<file path="src/rtl/exception_commit_ctrl.sv">
// exception_commit_ctrl: sequences exception/ERET commit after the MEM-stage
// decoder resolves a trap. The controller waits out any MEM-stage cache stall,
// then gives CP0 a one-cycle update together with a pipeline flush. After that
// it holds a PC redirect until instruction fetch accepts it.
// Optional feature: define EXC_COMMIT_CNT_EN to enable the exc_count counter
// of non-ERET exceptions taken. When it is undefined, exc_count is tied to 0.
module exception_commit_ctrl #(
    parameter int              PC_W       = 32,
    parameter logic [PC_W-1:0] EXC_VECTOR = 32'hBFC0_0380
) (
    input  logic            clk,
    input  logic            rst,
    input  logic            exc_valid,
    input  logic            exc_eret,
    input  logic [4:0]      exc_code,
    input  logic [PC_W-1:0] exc_pc,
    input  logic            exc_is_ds,
    input  logic [PC_W-1:0] exc_badvaddr,
    input  logic [PC_W-1:0] cp0_epc,
    input  logic            mem_stall,
    input  logic            if_redir_ready,
    output logic            busy,
    output logic            flush_all,
    output logic            redir_valid,
    output logic [PC_W-1:0] redir_target,
    output logic            cp0_exc_we,
    output logic            cp0_eret_we,
    output logic [4:0]      cp0_exc_code,
    output logic            cp0_bd,
    output logic [PC_W-1:0] cp0_epc_wdata,
    output logic            cp0_badv_we,
    output logic [PC_W-1:0] cp0_badv_wdata,
    output logic [31:0]     exc_count
);

    typedef enum logic [1:0] {
        IDLE     = 2'd0,
        COMMIT   = 2'd1,
        REDIRECT = 2'd2
    } state_t;

    state_t          state_q;
    state_t          next_state;
    logic            accept;
    logic            eret_q;
    logic [4:0]      code_q;
    logic            bd_q;
    logic [PC_W-1:0] epc_wdata_q;
    logic [PC_W-1:0] badv_q;
    logic [PC_W-1:0] target_q;

    // A trap is taken only from IDLE, and only once the MEM stage is no longer frozen
    assign accept = (state_q == IDLE) && exc_valid && !mem_stall;

    // State register; reset drops any pending commit or redirect immediately
    always_ff @(posedge clk or posedge rst) begin
        if (rst) begin
            state_q <= IDLE;
        end else begin
            state_q <= next_state;
        end
    end

    // Snapshot the trap at acceptance so later changes on the inputs are ignored
    always_ff @(posedge clk or posedge rst) begin
        if (rst) begin
            eret_q      <= 1'b0;
            code_q      <= '0;
            bd_q        <= 1'b0;
            epc_wdata_q <= '0;
            badv_q      <= '0;
            target_q    <= '0;
        end else if (accept) begin
            eret_q      <= exc_eret;
            code_q      <= exc_code;
            bd_q        <= exc_is_ds;
            epc_wdata_q <= exc_is_ds ? (exc_pc - PC_W'(4)) : exc_pc;
            badv_q      <= exc_badvaddr;
            target_q    <= exc_eret ? cp0_epc : EXC_VECTOR;
        end
    end

    // Next-state and Moore strobe decode; every output depends only on registered state
    always_comb begin
        next_state  = state_q;
        busy        = 1'b0;
        flush_all   = 1'b0;
        redir_valid = 1'b0;
        cp0_exc_we  = 1'b0;
        cp0_eret_we = 1'b0;
        cp0_badv_we = 1'b0;
        case (state_q)
            IDLE: begin
                if (exc_valid && !mem_stall) begin
                    next_state = COMMIT;
                end
            end
            COMMIT: begin
                busy       = 1'b1;
                flush_all  = 1'b1;
                next_state = REDIRECT;
                if (eret_q) begin
                    cp0_eret_we = 1'b1;
                end else begin
                    cp0_exc_we  = 1'b1;
                    cp0_badv_we = (code_q == 5'd4) || (code_q == 5'd5);
                end
            end
            REDIRECT: begin
                busy        = 1'b1;
                redir_valid = 1'b1;
                if (if_redir_ready) begin
                    next_state = IDLE;
                end
            end
            default: begin
                next_state = IDLE;
            end
        endcase
    end

    assign redir_target   = target_q;
    assign cp0_exc_code   = code_q;
    assign cp0_bd         = bd_q;
    assign cp0_epc_wdata  = epc_wdata_q;
    assign cp0_badv_wdata = badv_q;

`ifdef EXC_COMMIT_CNT_EN
    logic [31:0] count_q;

    // Count each non-ERET commit; the counter wraps naturally at 2^32
    always_ff @(posedge clk or posedge rst) begin
        if (rst) begin
            count_q <= '0;
        end else if ((state_q == COMMIT) && !eret_q) begin
            count_q <= count_q + 32'd1;
        end
    end

    assign exc_count = count_q;
`else
    assign exc_count = 32'd0;
`endif

endmodule

</file>
<file path="config.mk">
export PLATFORM = sky130hd
export DESIGN_NAME = exception_commit_ctrl
export DESIGN_NICKNAME = d
export VERILOG_FILES = /design/src/rtl/exception_commit_ctrl.sv
export SDC_FILE = /design/constraint.sdc
export NUM_CORES = 1
export LEC_CHECK = 0
export CAP_MARGIN = 40
export CORE_MARGIN = 2
export CORE_UTILIZATION = 35
export DETAILED_ROUTE_END_ITERATION = 6
export PLACE_DENSITY = 0.72
export SYNTH_ARGS = -nofsm -noshare
export SYNTH_HDL_FRONTEND = slang
export SYNTH_SLANG_ARGS = --single-unit
</file>
<file path="constraint.sdc">
create_clock -name clk -period 3.7 [get_ports clk]
set_input_delay 0.74 -clock clk [delete_from_list [all_inputs] [get_ports clk]]
set_output_delay 0.74 -clock clk [all_outputs]
set_load 0.005 [all_outputs]
</file>
* After elaboration in Yosys (flattened, before gate mapping)
Cells that the tools add are included.
** Storage, ports and cells
- Flip-flop bits (word level) :: 105
- Input bits :: 108
- Output and inout bits :: 140
- Word-level logic and storage cells :: 36
** Operators by class
- $add $sub $neg :: 1
- Eq/ne operators :: 6
- Mux-type cells :: 14
- Reduce and logical (&&, ||, !) cells :: 8
** Operators by type and width (count)
- $mux W32 :: 2
- $sub A32 B3 Y32 const B :: 1
- $eq A5 B3 Y1 const B :: 2
- $mux W1 :: 9
- $pmux W2 S3 :: 1
- $mux W2 :: 2
- $logic_and A1 B1 Y1 :: 3
- $eq A2 B1 Y1 const B :: 1
- $eq A2 B2 Y1 const B :: 1
- $logic_not A2 Y1 :: 1
- $ne A2 B1 Y1 const B :: 1
- $ne A2 B2 Y1 const B :: 1
- $reduce_and A2 Y1 :: 1
- $reduce_or A2 Y1 :: 1
- $logic_not A1 Y1 :: 1
- $logic_or A1 B1 Y1 :: 1

* Longest topological paths before layout
Gate-level depths: netlist of run 1.
- Depth after elaboration :: 4
- Mapped depth :: 9
- Depth with buffers taken out :: 6

* Worst setup path before layout of run 1
OpenSTA, ideal clock, no wires.
- Path kind :: input-to-reg
- Start :: in exc_pc[29]
- End :: reg epc_wdata_q[31], in the netlist cp0_epc_wdata[31]
- Setup time :: 0.082 ns
- Arrival time :: 2.285 ns
- Required time :: 3.618 ns
- Setup slack :: 1.333 ns
- Stages :: 4
- Path buffers :: 0
- Cells stage by stage :: or4_1 or4_4 or4_1 a31oi_1
** On the way
- Longest elaborated chain between the ends :: 2
** Ends and longest elaborated chain
- start, declared :: line 16 : input logic [PC_W-1:0] exc_pc,
- $sub A32 B3 Y32 :: line 77 : epc_wdata_q <= exc_is_ds ? (exc_pc - PC_W'(4)) : exc_pc;
- $mux W32 :: line 77
- end signal, assigned :: line 77
- end, declared :: line 48 : logic [PC_W-1:0] epc_wdata_q;
No other way between the ends.
A chain may end at the register's enable or synchronous reset.

* Worst setup path after layout of run 1
- Start :: in exc_pc[2]
- End :: reg epc_wdata_q[24], in the netlist cp0_epc_wdata[24]
The elaborated chain is that of the path after synthesis.

==> metrics.txt, run 1 <==
Placer Congestion between 0.8 and 0.9; Tmin final 2940 ps; synth warn 0; area of the multi-input gates around 2000 µm²; Antenna Diode Count 0; RSZ-0062 raised after global routing no; Least-Margin Pin Slew 780 ps; count of routing violations after the opening detailed-route iteration 265; simple-gate area share of the yosys netlist 26.2%; Area after DPL 7100 µm²; VDD IR-drop max 0.000282 V; core area 13800 µm²; headroom to the max-slew limit 48.0%; gr usage total 17.3%; post-synthesis adder-cell area fraction 1.28%; Max Root-Sink Buffers 2; CTS sink cnt ~110; Syn Inst Count 553; Post-CTS Setup Bufs 0; Fillers 1276; maximum fanout along the worst path 15; CP Launch Type input port; Vias per Instance between 4 and 5; Post-route DRC 0; die width 122 µm; CTS tree yes; Synth Register Bits 105; Leak Pwr 3.30 nW; TritonCTS Buffers 9; final setup fails 0; synthesized area per cell 8.83 µm²; input/output buffers 215; clock latency at the later pin of the worst-skew pair 350 ps; largest family of logic cells by synthesized area simple AND/OR/NAND/NOR gates; CTS Hold Bufs 0; final instance area 7410 µm²; largest net degree at the start of global routing 75; area grow syn2layout 51.7%; number of global-route vias before repair approximately 4.1k; WP data required 3960 ps; Vias 4455; Row Count 43; Compound-Gate Fraction of Synth Area 7.59%; Async S/R FF share, synth 100%; # resized after CTS 0; EDFF count, synth 0; WL final 13300 µm; CP endpoint kind register; commonest non-fill, non-tap cell in the layout clkdlybuf4s50_1; mux cell area share after synthesis 0.231%; distinct cell type count after synthesis 36; Die H 122 µm; Reg area 2630 µm²; Final Net Count 867; WP data arrival 3210 ps; status completed; Peak Freq 0.340 GHz; most frequent cells in the layout 215 x clkdlybuf4s50_1, 181 x nand2_1, 105 x dfrtp_1; initial core utilization approximately 35%; final worst-path cycle share 79.6%; H-tree levels 3; fin. max-slew vios 0; Hold Fails Final Rpt 0; CTS clock-pin slew for the worst setup and hold paths 70 ps; Root Driver clkbuf_16; die area 14900 µm²; initial antenna violation count 0; max cap viols 0; first-pass GRT wire length 20300 µm; DRT Pass-1 Iters 6; xor/xnor share of the synthesized area 2.15%; DP HPWL between 9000 and 10000 µm; critical path class in -> reg; Routed Antenna Nets 0; clk_skew 9.80 ps; Ports approximately 250; main flop type after synthesis dfrtp_1; layout cells sized above 1 under 10%; Avg WL per Cell 14.2 µm; setup TNS 0 ps; worst hold-check path type reg -> reg; Post-Synthesis Cell Area 4880 µm²; total grt overflow 0; pwr dens 695 nW/µm²; register area share after synthesis 53.8%
==> cell families (layout without fill, tap and decap cells) <==
group / count (synthesis) / after routing
AOI/OAI and AO/OA: 62 / 62
other: 1 / 32
and+or+nand+nor: 287 / 287
buffers and inverters: 80 / 255
xor gates and xnor gates: 12 / 12
adders and majority gates: 5 / 5
muxes: 1 / 1
DFF: 105 / 105
==> final timing paths <==
kind / startpoint / end / slack [ps] / cells past startpoint
min in group asynchronous: rst / cp0_badv_wdata[27] / 830 / 2
worst min-delay path: redir_target[4] / redir_target[4] / 470 / 2
worst min register to register: redir_target[4] / redir_target[4] / 470 / 2
max in group asynchronous: rst / cp0_badv_wdata[12] / 2110 / 3
worst max-delay path: exc_pc[2] / cp0_epc_wdata[24] / 760 / 7
worst max register to register: state_q[0] / cp0_epc_wdata[7] / 1760 / 7
==> layout make-up <==
cell class              count  share of cell area (%)
well taps                 180                    3.04
inverters                  18                   0.946
multi-input cells         399                    26.4
clock inverters             5                   0.845
clock buffers              11                    3.28
repair buffers            221                    30.0
flip-flops and latches    105                    35.5
==> power breakdown <==
group | switching, W | leakage, nW | internal, W
registers | 0.000312 | 1.27 | 0.00170
clock network | 0.000419 | 0.142 | 0.000547
logic | 0.000847 | 1.89 | 0.00132
==> cell usage after synthesis, types with 9 or more instances <==
library cell / n / area share, %
nand2_1: 181 / 14
dfrtp_1: 105 / 54
buf_4: 32 / 4.9
nor2_1: 32 / 2.5
a31oi_1: 28 / 3.6
clkbuf_1: 26 / 2.0
nand3_1: 24 / 2.5
o21ai_0: 21 / 2.2
inv_1: 18 / 1.4
or4_1: 14 / 2.2
o31ai_1: 10 / 1.5
or3_1: 10 / 1.3
xor2_1: 9 / 1.6
==> routing by layer <==
metal,up-vias,track usage (%),part of all wire [%]
met2,192,28.7,48
met4,0,7.90,2.4
li1,2161,-,-
met1,2080,21.2,41
met5,-,0,0
met3,22,4.26,7.9
==> through the flow <==
stage | total power [W] | std cells | hold slack (ps) | utilization (%) | setup WS, ps
5_1_grt | 0.00552 | 939 | 493 | 53.8 | 522
6_report | 0.00515 | 939 | 469 | 53.8 | 755
2_1_floorplan | 0.00273 | 584 | 461 | - | 199
3_3_place_gp | 0.00417 | 923 | 450 | 51.6 | 554
4_1_cts | 0.00522 | 939 | 472 | 53.8 | 830
3_5_place_dp | 0.00424 | 923 | 456 | 51.6 | 466
==> critical path, stage by stage <==
cell and delay, ps:
clkdlybuf4s50_1 500, inv_1 120, ha_1 190, nor2b_1 280, nand4_1 520, or4_1 660, a31oi_1 190
==> sequential cells by signal, indices dropped and copies added, names as in the netlist <==
name	cells
state_q	2
cp0_bd	1
cp0_epc_wdata	32
cp0_exc_code	5
eret_q	1
cp0_badv_wdata	32
redir_target	32
Power figures use the tool's default switching activity.
==> inputs of run 2 (changes only) <==
==> constraint.sdc (replaced) <==
create_clock -name clk -period 2.8 [get_ports clk]
set_input_delay 0.56 -clock clk [delete_from_list [all_inputs] [get_ports clk]]
set_output_delay 0.56 -clock clk [all_outputs]
set_load 0.005 [all_outputs]
==> metrics.txt, run 2 (synthesized netlist as in run 1, its figures left out) <==
CP Launch Type register; WP data arrival 2040 ps (-1170 ps); count of routing violations after the opening detailed-route iteration 217 (-18%); Post-route DRC 0 (unchanged); Vias per Instance 4.74 (-0.17%); input/output buffers 215 (unchanged); pwr dens 919 nW/µm² (+32%); area of the multi-input gates 1960 µm² (unchanged); CP endpoint kind primary output; Tmin final 2600 ps; hold_ws 471 ps (+1.92 ps); Hold Fails Final Rpt 0 (unchanged); maximum fanout along the worst path 4 (-11); die width 122 µm (unchanged); final worst-path cycle share 93.0%; Max Root-Sink Buffers 2 (unchanged); CTS tree yes; layout cells sized above 1 5.20% (+1.4 points); Leak Pwr 3.35 nW (+1.6%); DP HPWL 10100 µm (+4.1%); WL final 13600 µm (+2.5%); H-tree levels 3 (unchanged); Worst R2R Setup Slack 1030 ps (-730 ps); CTS clock-pin slew for the worst setup and hold paths 60 ps (about the same); gr usage total 17.8% (+0.57 points); Die H 122 µm (unchanged); Ports 248 (unchanged); area grow syn2layout 53.8%; status completed; Final Net Count 877 (+1.2%); Peak Freq 0.384 GHz; CTS sink cnt 105 (unchanged); DRT Pass-1 Iters 5 (-1); clock latency at the later pin of the worst-skew pair 350 ps (about the same); Routed Antenna Nets 0 (unchanged); die area 14900 µm² (unchanged); Root Driver clkbuf_16; most frequent cells in the layout 215 x clkdlybuf4s50_1, 181 x nand2_1, 105 x dfrtp_1; max cap viols 0 (unchanged); TritonCTS Buffers 9 (unchanged); final setup fails 0 (unchanged); headroom to the max-slew limit 53.1% (+5.1 points); clk_skew 9.26 ps (-0.537 ps); Max stage delay cell, worst path clkdlybuf4s50_1; largest net degree at the start of global routing 93 (+24%); total grt overflow 0 (unchanged); RSZ-0062 raised after global routing no; FF-to-FF path depth 7 (unchanged); fin. max-slew vios 0 (unchanged); Reg area 2630 µm² (unchanged); Fillers 1258 (-1.4%); WP data required 2240 ps (-1720 ps); initial antenna violation count 0 (unchanged); hold-critical path depth 2 (unchanged); Placer Congestion 0.972 (+20%); Post-CTS Setup Bufs 0 (unchanged); commonest non-fill, non-tap cell in the layout clkdlybuf4s50_1; Row Count 43 (unchanged); core area 13800 µm² (unchanged); Vias 4495 (+0.90%); setup TNS 0 ps (unchanged); # resized after CTS 0 (unchanged); first-pass GRT wire length 20800 µm (+2.5%); Antenna Diode Count 0 (unchanged); Layout Utilization 54.5% (+0.74 points); Avg WL per Cell 14.4 µm (+1.4%); critical path class reg -> out; CP peak stage delay 500 ps (-160 ps); initial core utilization 35.4% (unchanged); number of global-route vias before repair 4224 (+2.4%); crit-path cells inv_1, ha_1, nor2b_1, and4b_1, clkdlybuf4s50_1; worst hold-check path type reg -> reg; CTS Hold Bufs 0 (unchanged); VDD IR-drop max 0.000320 V (+13%); Least-Margin Pin Slew 702 ps (-77.9 ps)
run 2: path summary, 6_finish.rpt:
path                                  start                  to
setup reg to reg                 state_q[1]    cp0_epc_wdata[4]
hold / removal             redir_target[18]    redir_target[18]
max in group asynchronous               rst   cp0_epc_wdata[18]
hold reg to reg            redir_target[18]    redir_target[18]
setup / recovery                 state_q[1]         cp0_badv_we
min in group asynchronous               rst  cp0_badv_wdata[23]
run 2: layer usage:
metal	vias to the layer above	wire (µm)	global-route usage (%)
li1	2187	-	-
met1	2098	5660	22.1
met2	190	6730	30.6
met3	20	1020	3.51
met4	0	233	6.97
met5	-	0	0
run 2: worst max-delay path, delay by kind of cell (launching register included):
family,cells,cell delay (ps)
DFF,1,380
buffers and inverters,2,620
adders and majority gates,1,220
and+or+nand+nor,2,490
run 2: power breakdown:
part	switching, W	leakage, nW	internal (W)
clock network	0.000563	0.152	0.000784
registers	0.000409	1.27	0.00225
logic	0.00114	1.93	0.00176
run 2: metrics by stage:
step                cells  setup WS (ps)  cell area (µm²)  power (W)
floorplan             584            613             5000    0.00361
global placement      933           66.8             7190    0.00553
detailed placement    933           78.6             7190    0.00562
CTS                   949            166             7510    0.00700
global route          949           73.7             7510    0.00740
finish                949            195             7510    0.00690
run 2: cell type report:
type / instances / area share, %
Tap cell: 180 / 3.00
Clock buffer: 9 / 3.00
Clock inverter: 7 / 1.25
Multi-Input combinational cell: 399 / 26.0
Timing Repair Buffer: 231 / 30.8
Inverter: 18 / 0.950
Sequential cell: 105 / 35.0
